--- src/rtl/apb_req_arbiter.sv ---
// Round-robin arbiter + APB master sharing one bus among NUM_REQ requesters; 3+ cycles per transfer.
// Optional macro APB_TIMEOUT_EN bounds ACCESS to TIMEOUT_CYCLES and completes with rsp_err=1.
module apb_req_arbiter #(
    parameter int NUM_REQ        = 4,
    parameter int NUM_SLV        = 4,
    parameter int ADDR_WIDTH     = 8,
    parameter int DATA_WIDTH     = 8,
    parameter int TIMEOUT_CYCLES = 16
) (
    input  logic                                             clk,
    input  logic                                             arst_n,
    input  logic [NUM_REQ-1:0]                               req,
    input  logic [NUM_REQ*($clog2(NUM_SLV)+ADDR_WIDTH)-1:0]  req_addr,
    input  logic [NUM_REQ-1:0]                               req_write,
    input  logic [NUM_REQ*DATA_WIDTH-1:0]                    req_wdata,
    output logic [NUM_REQ-1:0]                               done,
    output logic [DATA_WIDTH-1:0]                            rsp_rdata,
    output logic                                             rsp_err,
    output logic [NUM_SLV-1:0]                               psel,
    output logic                                             penable,
    output logic [ADDR_WIDTH-1:0]                            paddr,
    output logic                                             pwrite,
    output logic [DATA_WIDTH-1:0]                            pwdata,
    input  logic [DATA_WIDTH-1:0]                            prdata,
    input  logic                                             pready
);

    localparam int SEL_W = $clog2(NUM_SLV);
    localparam int AW    = SEL_W + ADDR_WIDTH;
    localparam int PW    = (NUM_REQ > 1) ? $clog2(NUM_REQ) : 1;

    typedef enum logic [1:0] {S_IDLE, S_SETUP, S_ACCESS} state_t;

    state_t                r_state;
    logic [PW-1:0]         r_ptr;
    logic [PW-1:0]         r_win;
    logic [NUM_SLV-1:0]    r_psel;
    logic                  r_penable;
    logic [ADDR_WIDTH-1:0] r_paddr;
    logic                  r_pwrite;
    logic [DATA_WIDTH-1:0] r_pwdata;
    logic [NUM_REQ-1:0]    r_done;
    logic [DATA_WIDTH-1:0] r_rdata;
    logic                  r_err;

    logic [NUM_REQ-1:0]    w_elig;
    logic                  w_gnt;
    logic [PW-1:0]         w_win;
    logic [PW-1:0]         w_ptr_nxt;
    logic [AW-1:0]         w_addr;
    logic                  w_write;
    logic [DATA_WIDTH-1:0] w_wdata;

    // TIMEOUT_CYCLES must be at least 1; this block elaborates to nothing
    if (TIMEOUT_CYCLES < 1) begin : g_timeout_cycles_must_be_positive
    end

    // A requester completing this cycle sits out one arbitration round
    assign w_elig = req & ~r_done;

    always_comb begin
        w_gnt = 1'b0;
        w_win = r_ptr;
        for (int i = NUM_REQ - 1; i >= 0; i--) begin
            if (w_elig[(int'(r_ptr) + i) % NUM_REQ]) begin
                w_gnt = 1'b1;
                w_win = PW'((int'(r_ptr) + i) % NUM_REQ);
            end
        end
    end

    assign w_ptr_nxt = (w_win == PW'(NUM_REQ - 1)) ? '0 : w_win + 1'b1;
    assign w_addr    = req_addr[int'(w_win)*AW +: AW];
    assign w_write   = req_write[w_win];
    assign w_wdata   = req_wdata[int'(w_win)*DATA_WIDTH +: DATA_WIDTH];

`ifdef APB_TIMEOUT_EN
    localparam int TW = $clog2(TIMEOUT_CYCLES + 1);
    logic [TW-1:0] r_tcnt;
`endif

    always_ff @(posedge clk) begin
        if (!arst_n) begin
            r_state   <= S_IDLE;
            r_ptr     <= '0;
            r_win     <= '0;
            r_psel    <= '0;
            r_penable <= 1'b0;
            r_paddr   <= '0;
            r_pwrite  <= 1'b0;
            r_pwdata  <= '0;
            r_done    <= '0;
            r_rdata   <= '0;
            r_err     <= 1'b0;
`ifdef APB_TIMEOUT_EN
            r_tcnt    <= '0;
`endif
        end else begin
            r_done <= '0;
            case (r_state)
                S_IDLE: begin
                    if (w_gnt) begin
                        r_state  <= S_SETUP;
                        r_win    <= w_win;
                        r_ptr    <= w_ptr_nxt;
                        r_psel   <= NUM_SLV'(1) << w_addr[AW-1 -: SEL_W];
                        r_paddr  <= w_addr[ADDR_WIDTH-1:0];
                        r_pwrite <= w_write;
                        r_pwdata <= w_wdata;
                    end
                end
                S_SETUP: begin
                    r_state   <= S_ACCESS;
                    r_penable <= 1'b1;
`ifdef APB_TIMEOUT_EN
                    r_tcnt    <= '0;
`endif
                end
                S_ACCESS: begin
                    if (pready) begin
                        r_state       <= S_IDLE;
                        r_psel        <= '0;
                        r_penable     <= 1'b0;
                        r_done[r_win] <= 1'b1;
                        r_rdata       <= r_pwrite ? '0 : prdata;
                        r_err         <= 1'b0;
                    end
`ifdef APB_TIMEOUT_EN
                    else if (r_tcnt == TW'(TIMEOUT_CYCLES - 1)) begin
                        r_state       <= S_IDLE;
                        r_psel        <= '0;
                        r_penable     <= 1'b0;
                        r_done[r_win] <= 1'b1;
                        r_rdata       <= '0;
                        r_err         <= 1'b1;
                    end else begin
                        r_tcnt <= r_tcnt + 1'b1;
                    end
`endif
                end
                default: r_state <= S_IDLE;
            endcase
        end
    end

    assign done      = r_done;
    assign rsp_rdata = r_rdata;
    assign rsp_err   = r_err;
    assign psel      = r_psel;
    assign penable   = r_penable;
    assign paddr     = r_paddr;
    assign pwrite    = r_pwrite;
    assign pwdata    = r_pwdata;

endmodule

--- config.mk ---
export PLATFORM = sky130hd
export DESIGN_NAME = apb_req_arbiter
export DESIGN_NICKNAME = d
export VERILOG_FILES = /design/src/rtl/apb_req_arbiter.sv
export SDC_FILE = /design/constraint.sdc
export NUM_CORES = 1
export LEC_CHECK = 0
export CAP_MARGIN = 20
export CORE_MARGIN = 1
export CORE_UTILIZATION = 41
export CTS_BUF_LIST = sky130_fd_sc_hd__clkbuf_4 sky130_fd_sc_hd__clkbuf_8
export DETAILED_ROUTE_END_ITERATION = 8
export PLACE_DENSITY = 0.95
export SYNTH_ARGS = -nofsm -noshare
export SYNTH_HDL_FRONTEND = slang
export SYNTH_SLANG_ARGS = --single-unit
--- constraint.sdc ---
create_clock -name clk -period 3.05 [get_ports clk]
set_input_delay 0.61 -clock clk [delete_from_list [all_inputs] [get_ports clk]]
set_output_delay 0.61 -clock clk [all_outputs]
set_load 0.05 [all_outputs]
# --- After elaboration in Yosys (flattened, before gate mapping) ---
# Cells that the tools add are included.
classes:
  n_addsub: 4
  mul: 1
  magnitude_cmp: 7
  n_eq_ne: 5
  n_shift: 3
  muxes: 33
  bitwise_logic: 5
  n_reduce_logical: 13
op_table:
  columns: ["op", "count"]
  rows:
  - ["40-bit by 7-bit variable part select with 10-bit output", 1]
  - ["32-bit by 6-bit variable part select with 8-bit output", 1]
  - ["1-bit two-way mux", 14]
  - ["2-bit two-way mux", 7]
  - ["3-bit by 4-bit less-than comparator with 1-bit output, second input constant", 3]
  - ["1-bit binary-select mux with 2-bit select", 5]
  - ["2-bit by 3-bit less-than comparator with 1-bit output, second input constant", 3]
  - ["4-bit two-way mux", 2]
  - ["8-bit two-way mux", 1]
  - ["4-bit one-hot mux with 2 select lines", 1]
  - ["2-bit AND reduction", 4]
  - ["2-bit one-hot mux with 3 select lines", 1]
  - ["3-bit AND reduction", 2]
  - ["2-bit OR reduction", 3]
  - ["2-bit by 3-bit multiplier with 5-bit output, second input constant", 1]
  - ["2-bit by 1-bit adder with 2-bit output, second input constant", 2]
  - ["2-bit adder, second input constant", 2]
  - ["4-bit AND", 1]
  - ["2-bit == test, second input constant", 2]
  - ["2-bit inequality test, second input constant", 2]
  - ["4-bit NOT", 1]
  - ["2-bit nonzero test", 2]
  - ["1-bit by 2-bit << shifter with 4-bit output, first input constant", 1]
  - ["1-bit AND, first input constant", 3]
  - ["other kinds (6)", 6]
word_totals:
  regBits: 40
  input_bits: 91
  output_inout_bits: 35

# --- Logic depth before layout (Yosys ltp) ---
# Gate-level depths: netlist (run 1).
depth:
  depth_word: 15
  mapped_depth: 10
  ltp_nobuf: 6

# --- Worst setup path before layout (run 1) ---
# No wires, ideal clock.
synth_path:
  kind: "flip-flop to flip-flop"
  startpoint: "reg r_done[0] (netlist: done[0])"
  endpoint: "reg r_paddr[5] (netlist: paddr[5])"
  arrival_ns: 2.108
  path_slack_ns: 0.809
  path_stages_with_launch: 11
  n_path_buf: 4
  cell_sequence: "dfxtp_1 nand2b_4 buf_6 a311o_1 o221a_2 buf_6 buf_6 buf_6 mux2i_1 a2bb2oi_1 o21ai_0"
synth_between:
  elab_chain_len: 11
synth_lines:
  columns: ["element", "line", "rtl"]
  rows:
  - ["from (decl)", "42", "logic [NUM_REQ-1:0] r_done;"]
  - ["from (signal assigned)", "92", "r_done <= '0;"]
  - ["from (signal assigned)", "99", "r_done <= '0;"]
  - ["from (signal, indexed assignment)", "124", "r_done[r_win] <= 1'b1;"]
  - ["4-bit NOT *", "59", "assign w_elig = req & ~r_done;"]
  - ["4-bit AND *", "59", null]
  - ["1-bit binary-select mux with 2-bit select", "65", "if (w_elig[(int'(r_ptr) + i) % NUM_REQ]) begin"]
  - ["1-bit two-way mux (implied by the code) (2 in a row)", "65", null]
  - ["2-bit two-way mux (4 in a row)", "65", null]
  - ["2-bit by 3-bit multiplier with 5-bit output", "73", "assign w_addr = req_addr[int'(w_win)*AW +: AW];"]
  - ["40-bit by 7-bit variable part select with 10-bit output", "73", null]
  - ["to (signal assigned)", "107", "r_paddr <= w_addr[ADDR_WIDTH-1:0];"]
  - ["to (decl)", "39", "logic [ADDR_WIDTH-1:0] r_paddr;"]
# Every way passes the cells marked *; elsewhere a longest branch is shown, timed or not. The select of a mux whose other input is x is not followed.
# A chain may end at the register's enable or synchronous reset.

# --- Worst setup path in the final report (run 1) ---
layout_path:
  startpoint: "in req[3]"
  endpoint: "reg r_pwdata[0] (netlist: pwdata[0])"
layout_between:
  elab_chain_len: 9
layout_lines:
  columns: ["element", "line", "rtl"]
  rows:
  - ["from (decl)", "12", "input logic [NUM_REQ-1:0] req,"]
  - ["4-bit AND *", "59", null]
  - ["1-bit binary-select mux with 2-bit select", "65", null]
  - ["1-bit two-way mux (implied by the code) (2 in a row)", "65", null]
  - ["2-bit two-way mux or 1-bit two-way mux (tied branches) (4 in a row)", "65", null]
  - ["32-bit by 6-bit variable part select with 8-bit output or 2-bit AND reduction (tied branches)", null, null]
  - ["to (signal assigned)", "109", "r_pwdata <= w_wdata;"]
  - ["to (decl)", "41", "logic [DATA_WIDTH-1:0] r_pwdata;"]
# Marked as above.

==> results of run 1 <==
worst max-delay path: cells and delay by family:
| kind | cells | cell delay (ns) |
|---|---|---|
| and+or+nand+nor | 1 | 0.14 |
| buffers and inverters | 2 | 0.78 |
| AOI/OAI and AO/OA | 4 | 0.90 |
| muxes | 1 | 0.23 |
power by group through the flow:
stage | sequential (W) | clock, W | combinational, W
after floorplan | 0.000846 | 0 | 0.000325
after global placement | 0.000647 | 0 | 0.000793
after detailed placement | 0.000653 | 0 | 0.000809
after CTS | 0.000642 | 0.000449 | 0.000812
after global routing | 0.000651 | 0.000469 | 0.000853
final | 0.000643 | 0.000440 | 0.000807
metrics by stage:
step	hold WS (ns)	setup slack [ns]
6_report	0.469	0.573
5_1_grt	0.494	0.407
4_1_cts	0.470	0.560
3_5_place_dp	0.452	0.247
3_3_place_gp	0.449	0.374
2_1_floorplan	0.447	0.809
cell type report:
type                       instances  share of cell area, %
clock buffer                       5                   2.00
clock inverter                     3                   1.38
inverter                           3                  0.327
multi-input combinational        142                   33.0
sequential                        40                   23.2
tap                               67                   2.43
timing repair buffer             130                   37.7
registers in the layout, summed over array words and instances (netlist names):
signal / count
pwrite: 1
done: 4
r_win: 2
pwdata: 8
rsp_rdata: 8
r_ptr: 2
penable: 1
psel: 4
paddr: 8
r_state: 2
cell families after synthesis:
| group | synth area share [%] |
|---|---|
| compound gates | 24.4 |
| xor+xnor | 0.427 |
| buf+inv | 5.55 |
| flops | 39.0 |
| mux | 20.7 |
| other cells | 0.183 |
| simple gates | 9.70 |
routing by layer:
metal	part of all wire (%)	wire (µm)	vias to the layer above
met4	1.4	80	0
met3	6.3	369	10
met1	37	2170	949
li1	-	-	989
met5	0	0	-
met2	55	3220	79
placed cells by master, fill, tap and decap left out, types with 3 or more instances in the layout:
cell type / netlist / routed
mux2i_1: 40 / 40
a21oi_1: 5 / 5
clkdlybuf4s50_1: 0 / 124
nor3_1: 4 / 4
buf_4: 2 / 5
o21ai_0: 9 / 9
clkbuf_8: 0 / 5
nor3b_1: 3 / 3
o21ai_1: 11 / 11
a22o_1: 8 / 8
nor2b_1: 3 / 3
dfxtp_1: 40 / 40
nand2_1: 4 / 4
a2bb2oi_1: 18 / 18
nor2_1: 10 / 10
final timing paths:
| path | endpoint | slack, ns | startpoint |
|---|---|---|---|
| worst min register to register | psel[1] | 0.47 | psel[1] |
| worst max register to register | pwdata[0] | 0.97 | done[3] |
| worst min-delay path | psel[1] | 0.47 | psel[1] |
| worst max-delay path | pwdata[0] | 0.57 | req[3] |
==> results.ini, run 1 <==
[power_and_ir_drop]
sequentialPowerShare_pct = 34.0
switching_share_pct = 35.8
p_comb_share_pct = 42.7
internal_power_w = 0.00121
clockPowerShare_pct = 23.3
power_density_mw_per_mm2 = 548
leakage_nw = 1.32
vdd_ir_drop_max_mv = 0.310
power_w = 0.00189
p_switching_w = 0.000677

[critical_path]
start_kind = input port
r2r_cells = 7
cp-end-kind = register
cp_slowest_stage_delay_ns = 0.48
path_class = input port to register
worst-endpoint-required_ns = 3.23
cp_cell_sequence = clkdlybuf4s50_1, nand2b_1, a21boi_0, o221a_2, buf_4, mux2i_1, a2bb2oi_1, o21ai_1
critPathSlowestCell = clkdlybuf4s50_1
cp_max_fo = 14
crit_arrival_ns = 2.66

[place]
dp_cells = 382
portBuffers = 124
dpl.hpwl_um = 4700
routabilityCongestion = 0.768
placed_cell_area_mm2 = 0.00333

[cts]
cts_buffer_depth = 2
post_cts.repair.setup_buffers = 0
clk_latency_ns = 0.29
ctsResizeCount = 0
ctsHoldBuffers = 0
cts_max_level = 2
cts_tree = done
cts_sinks = 40
path_clk_slew_ns = 0.08
numCtsBuffers = 5
root_buffer = clkbuf_8

[drt]
routed_wl_um = 5850
vias = 2027
first_pass_iters = 4
drt_first_iter_violations = 57
wl_per_cell_um = 15.0
drtAntennaViolNets = 0
drt-vias-per-instance = 5.20
drc = 0

[floorplanning]
core_area_mm2 = 0.00475
start_util_pct = 43.2
die_h_um = 72.7
die_w_um = 72.7
io_pins = 126
rows = 25
die_area_mm2 = 0.00529

[synthesis]
synth_area_leaders = dfxtp_1 (39%), mux2i_1 (20%), a2bb2oi_1 (7.7%)
ys_ff_latch = 40
syn_area_mm2 = 0.00205
yosysTopAreaCell = dfxtp_1
synthFlopType = dfxtp_1
async_flop_share_pct = 0
synth_fp_nets = 287
synth.top_cell.area_share_pct = 39.0
synthCells = 196
synth_edf_count = 0
yosysSeqAreaShare_pct = 39.0
synth_warnings = 0
ys_types = 41
ys_top_cells_by_count = dfxtp_1 (40), mux2i_1 (40), a2bb2oi_1 (18)
syn_avg_cell_area_um2 = 10.5

[final_layout]
nets = 413
stdcell_area_mm2 = 0.00345
multi_input_area_mm2 = 0.00114
syn_to_final_growth_pct = 68.0
nFillCells = 369
post-route-util_pct = 72.5
diodes = 0
drive_gt1_share_pct = 7.12
fin_cells = 390
regArea_um2 = 801

[global_routing]
grt_overflow = 0
antenna_found_initial = 0
grt_pass1_vias = 2111
met3_usage_pct = 6.77
track_usage_pct = 22.9
met1_usage_pct = 21.7
grt_max_degree = 23
busiest_layer = met2
use_met2_pct = 46.2
grt_pass1_wl_um = 9270

[timing]
layout_min_cycle_time_ns = 2.48
skew_ns = 0.00524
max_clock_freq_mhz = 404
hold_viol = 0
drv_slew = 0
setup_viol = 0
period_share_pct = 81.2
rsz0062_at_grt = false
slew_headroom_pct = 56.0
tns_ns = 0
worst_pin_slew_ns = 0.658

[worst_hold_path]
holdCritPathClass = register to register
min_path_cells = 2

[status]
status = finished clean

[job]
maxCapViolCount = 0

No activity file was read; power rests on OpenSTA's default activity.
==> run 2: changes to the inputs <==
--- a/config.mk
+++ b/config.mk
@@ -7,10 +7,10 @@
 export LEC_CHECK = 0
 export CAP_MARGIN = 20
 export CORE_MARGIN = 1
-export CORE_UTILIZATION = 41
+export CORE_UTILIZATION = 38
 export CTS_BUF_LIST = sky130_fd_sc_hd__clkbuf_4 sky130_fd_sc_hd__clkbuf_8
 export DETAILED_ROUTE_END_ITERATION = 8
-export PLACE_DENSITY = 0.95
+export PLACE_DENSITY = 0.9
 export SYNTH_ARGS = -nofsm -noshare
 export SYNTH_HDL_FRONTEND = slang
 export SYNTH_SLANG_ARGS = --single-unit
==> constraint.sdc (replaced) <==
create_clock -name clk -period 2.3 [get_ports clk]
set_input_delay 0.46 -clock clk [delete_from_list [all_inputs] [get_ports clk]]
set_output_delay 0.46 -clock clk [all_outputs]
set_load 0.05 [all_outputs]
==> results.ini, run 2 (same netlist as run 1, synthesis figures left out) <==
[status]
status = finished clean

[global_routing]
antenna_found_initial = 0
grt_max_degree = 21
grt_overflow = 0
grt_pass1_vias = 2002
grt_pass1_wl_um = 8780
track_usage_pct = 20.9

[power_and_ir_drop]
power_density_mw_per_mm2 = 710
switching_share_pct = 35.2
vdd_ir_drop_max_mv = 0.365
sequentialPowerShare_pct = 33.0
leakage_nw = 1.43
internal_power_w = 0.00167
p_switching_w = 0.000908
power_w = 0.00258
p_comb_share_pct = 44.6
clockPowerShare_pct = 22.4

[timing]
setup_viol = 0
worst_pin_slew_ns = 0.529
skew_ns = 0.00816
drv_slew = 0
slew_headroom_pct = 64.6
hold_viol = 0
layout_min_cycle_time_ns = 2.25
holdWs_ns = 0.463
max_clock_freq_mhz = 445
tns_ns = 0
period_share_pct = 97.6

[critical_path]
reg2reg_slack_ns = 0.27
start_kind = input port
critPathCapture = psel[3]
cp_max_fo = 6
crit_arrival_ns = 2.43
r2r_cells = 7
regToRegStartpoint = r_ptr[1]
worst-endpoint-required_ns = 2.48
reg2reg_to = psel[3]
cp-end-kind = register
path_class = input port to register
cp-startpoint = req[0]

[cts]
cts_max_level = 2
clk_latency_ns = 0.29
cts_sinks = 40
cts_tree = done
root_buffer = clkbuf_8
cts_buffer_depth = 2
numCtsBuffers = 5
path_clk_slew_ns = 0.07

[final_layout]
nets = 434
post-route-util_pct = 70.6
final_common_cell = clkdlybuf4s50_1
drive_gt1_share_pct = 12.8
final_cell_mix = clkdlybuf4s50_1 (124), mux2i_1 (40), dfxtp_1 (40), buf_4 (24), a2bb2oi_1 (18)
syn_to_final_growth_pct = 76.9
stdcell_area_mm2 = 0.00363
diodes = 0

[place]
routabilityCongestion = 0.699
placed_cell_area_mm2 = 0.00351
portBuffers = 124
dpl.hpwl_um = 4830

[drt]
wl_per_cell_um = 14.4
drt_first_iter_violations = 50
routed_wl_um = 5980
drt-vias-per-instance = 5.15
vias = 2131
first_pass_iters = 5
drc = 0
drtAntennaViolNets = 0

[worst_hold_path]
holdCritPathClass = register to register
min_path_cells = 2

[floorplanning]
io_pins = 126
die_area_mm2 = 0.00570
die_w_um = 75.5
rows = 26
start_util_pct = 39.9
core_area_mm2 = 0.00514
die_h_um = 75.5

[job]
maxCapViolCount = 0

-- run 2: worst min-delay path by stage --
stage                     startpoint       end  slack, ns
after floorplan             r_win[0]   done[2]       0.45
after global placement       psel[0]   psel[0]       0.44
after detailed placement     psel[1]   psel[1]       0.45
after CTS                    psel[1]   psel[1]       0.47
after global routing        paddr[0]  paddr[0]       0.50
final                        psel[0]   psel[0]       0.46
-- run 2: repair_timing --
action / CTS / global route
setup buffers: 0 / 1
hold buffers: 0 / 0
setup endpoints to repair: 0 / 6
gates resized for setup: 0 / 1
-- run 2: critical path, cell delays in order --
cell	delay, ns
clkdlybuf4s50_1	0.51
nand2b_4	0.09
a311o_1	0.34
o221a_2	0.21
buf_4	0.17
a221oi_4	0.22
mux2i_2	0.14
a32o_1	0.28
-- run 2: area by class of cell --
class / count / area, µm²
clock inverters: 3 / 42.5
flip-flops and latches: 40 / 801
inverters: 3 / 11.3
clock buffers: 5 / 68.8
well taps: 70 / 87.6
repair buffers: 151 / 1480
fillers: 425 / 1510
multi-input cells: 142 / 1140
-- run 2: metrics by stage --
stage	setup WS, ns	instances
3_5_place_dp	-0.213	405
5_1_grt	-0.00272	414
6_report	0.0542	414
3_3_place_gp	-0.116	405
2_1_floorplan	0.0591	196
4_1_cts	0.0951	413
-- run 2: power groups by stage --
stage	clock [W]	sequential (W)	combinational [W]
final	0.000577	0.000852	0.00115
after global placement	0	0.000860	0.00113
after global routing	0.000613	0.000863	0.00121
after detailed placement	0	0.000867	0.00115
after floorplan	0	0.00112	0.000432
after CTS	0.000586	0.000851	0.00115
-- run 2: metal layers --
layer | global-route usage, % | up-vias | part of all wire, %
met1 | 19.6 | 999 | 38
met3 | 6.88 | 16 | 5.9
li1 | - | 1034 | -
met4 | 9.26 | 0 | 2.4
met5 | 0 | - | 0
met2 | 40.8 | 82 | 54
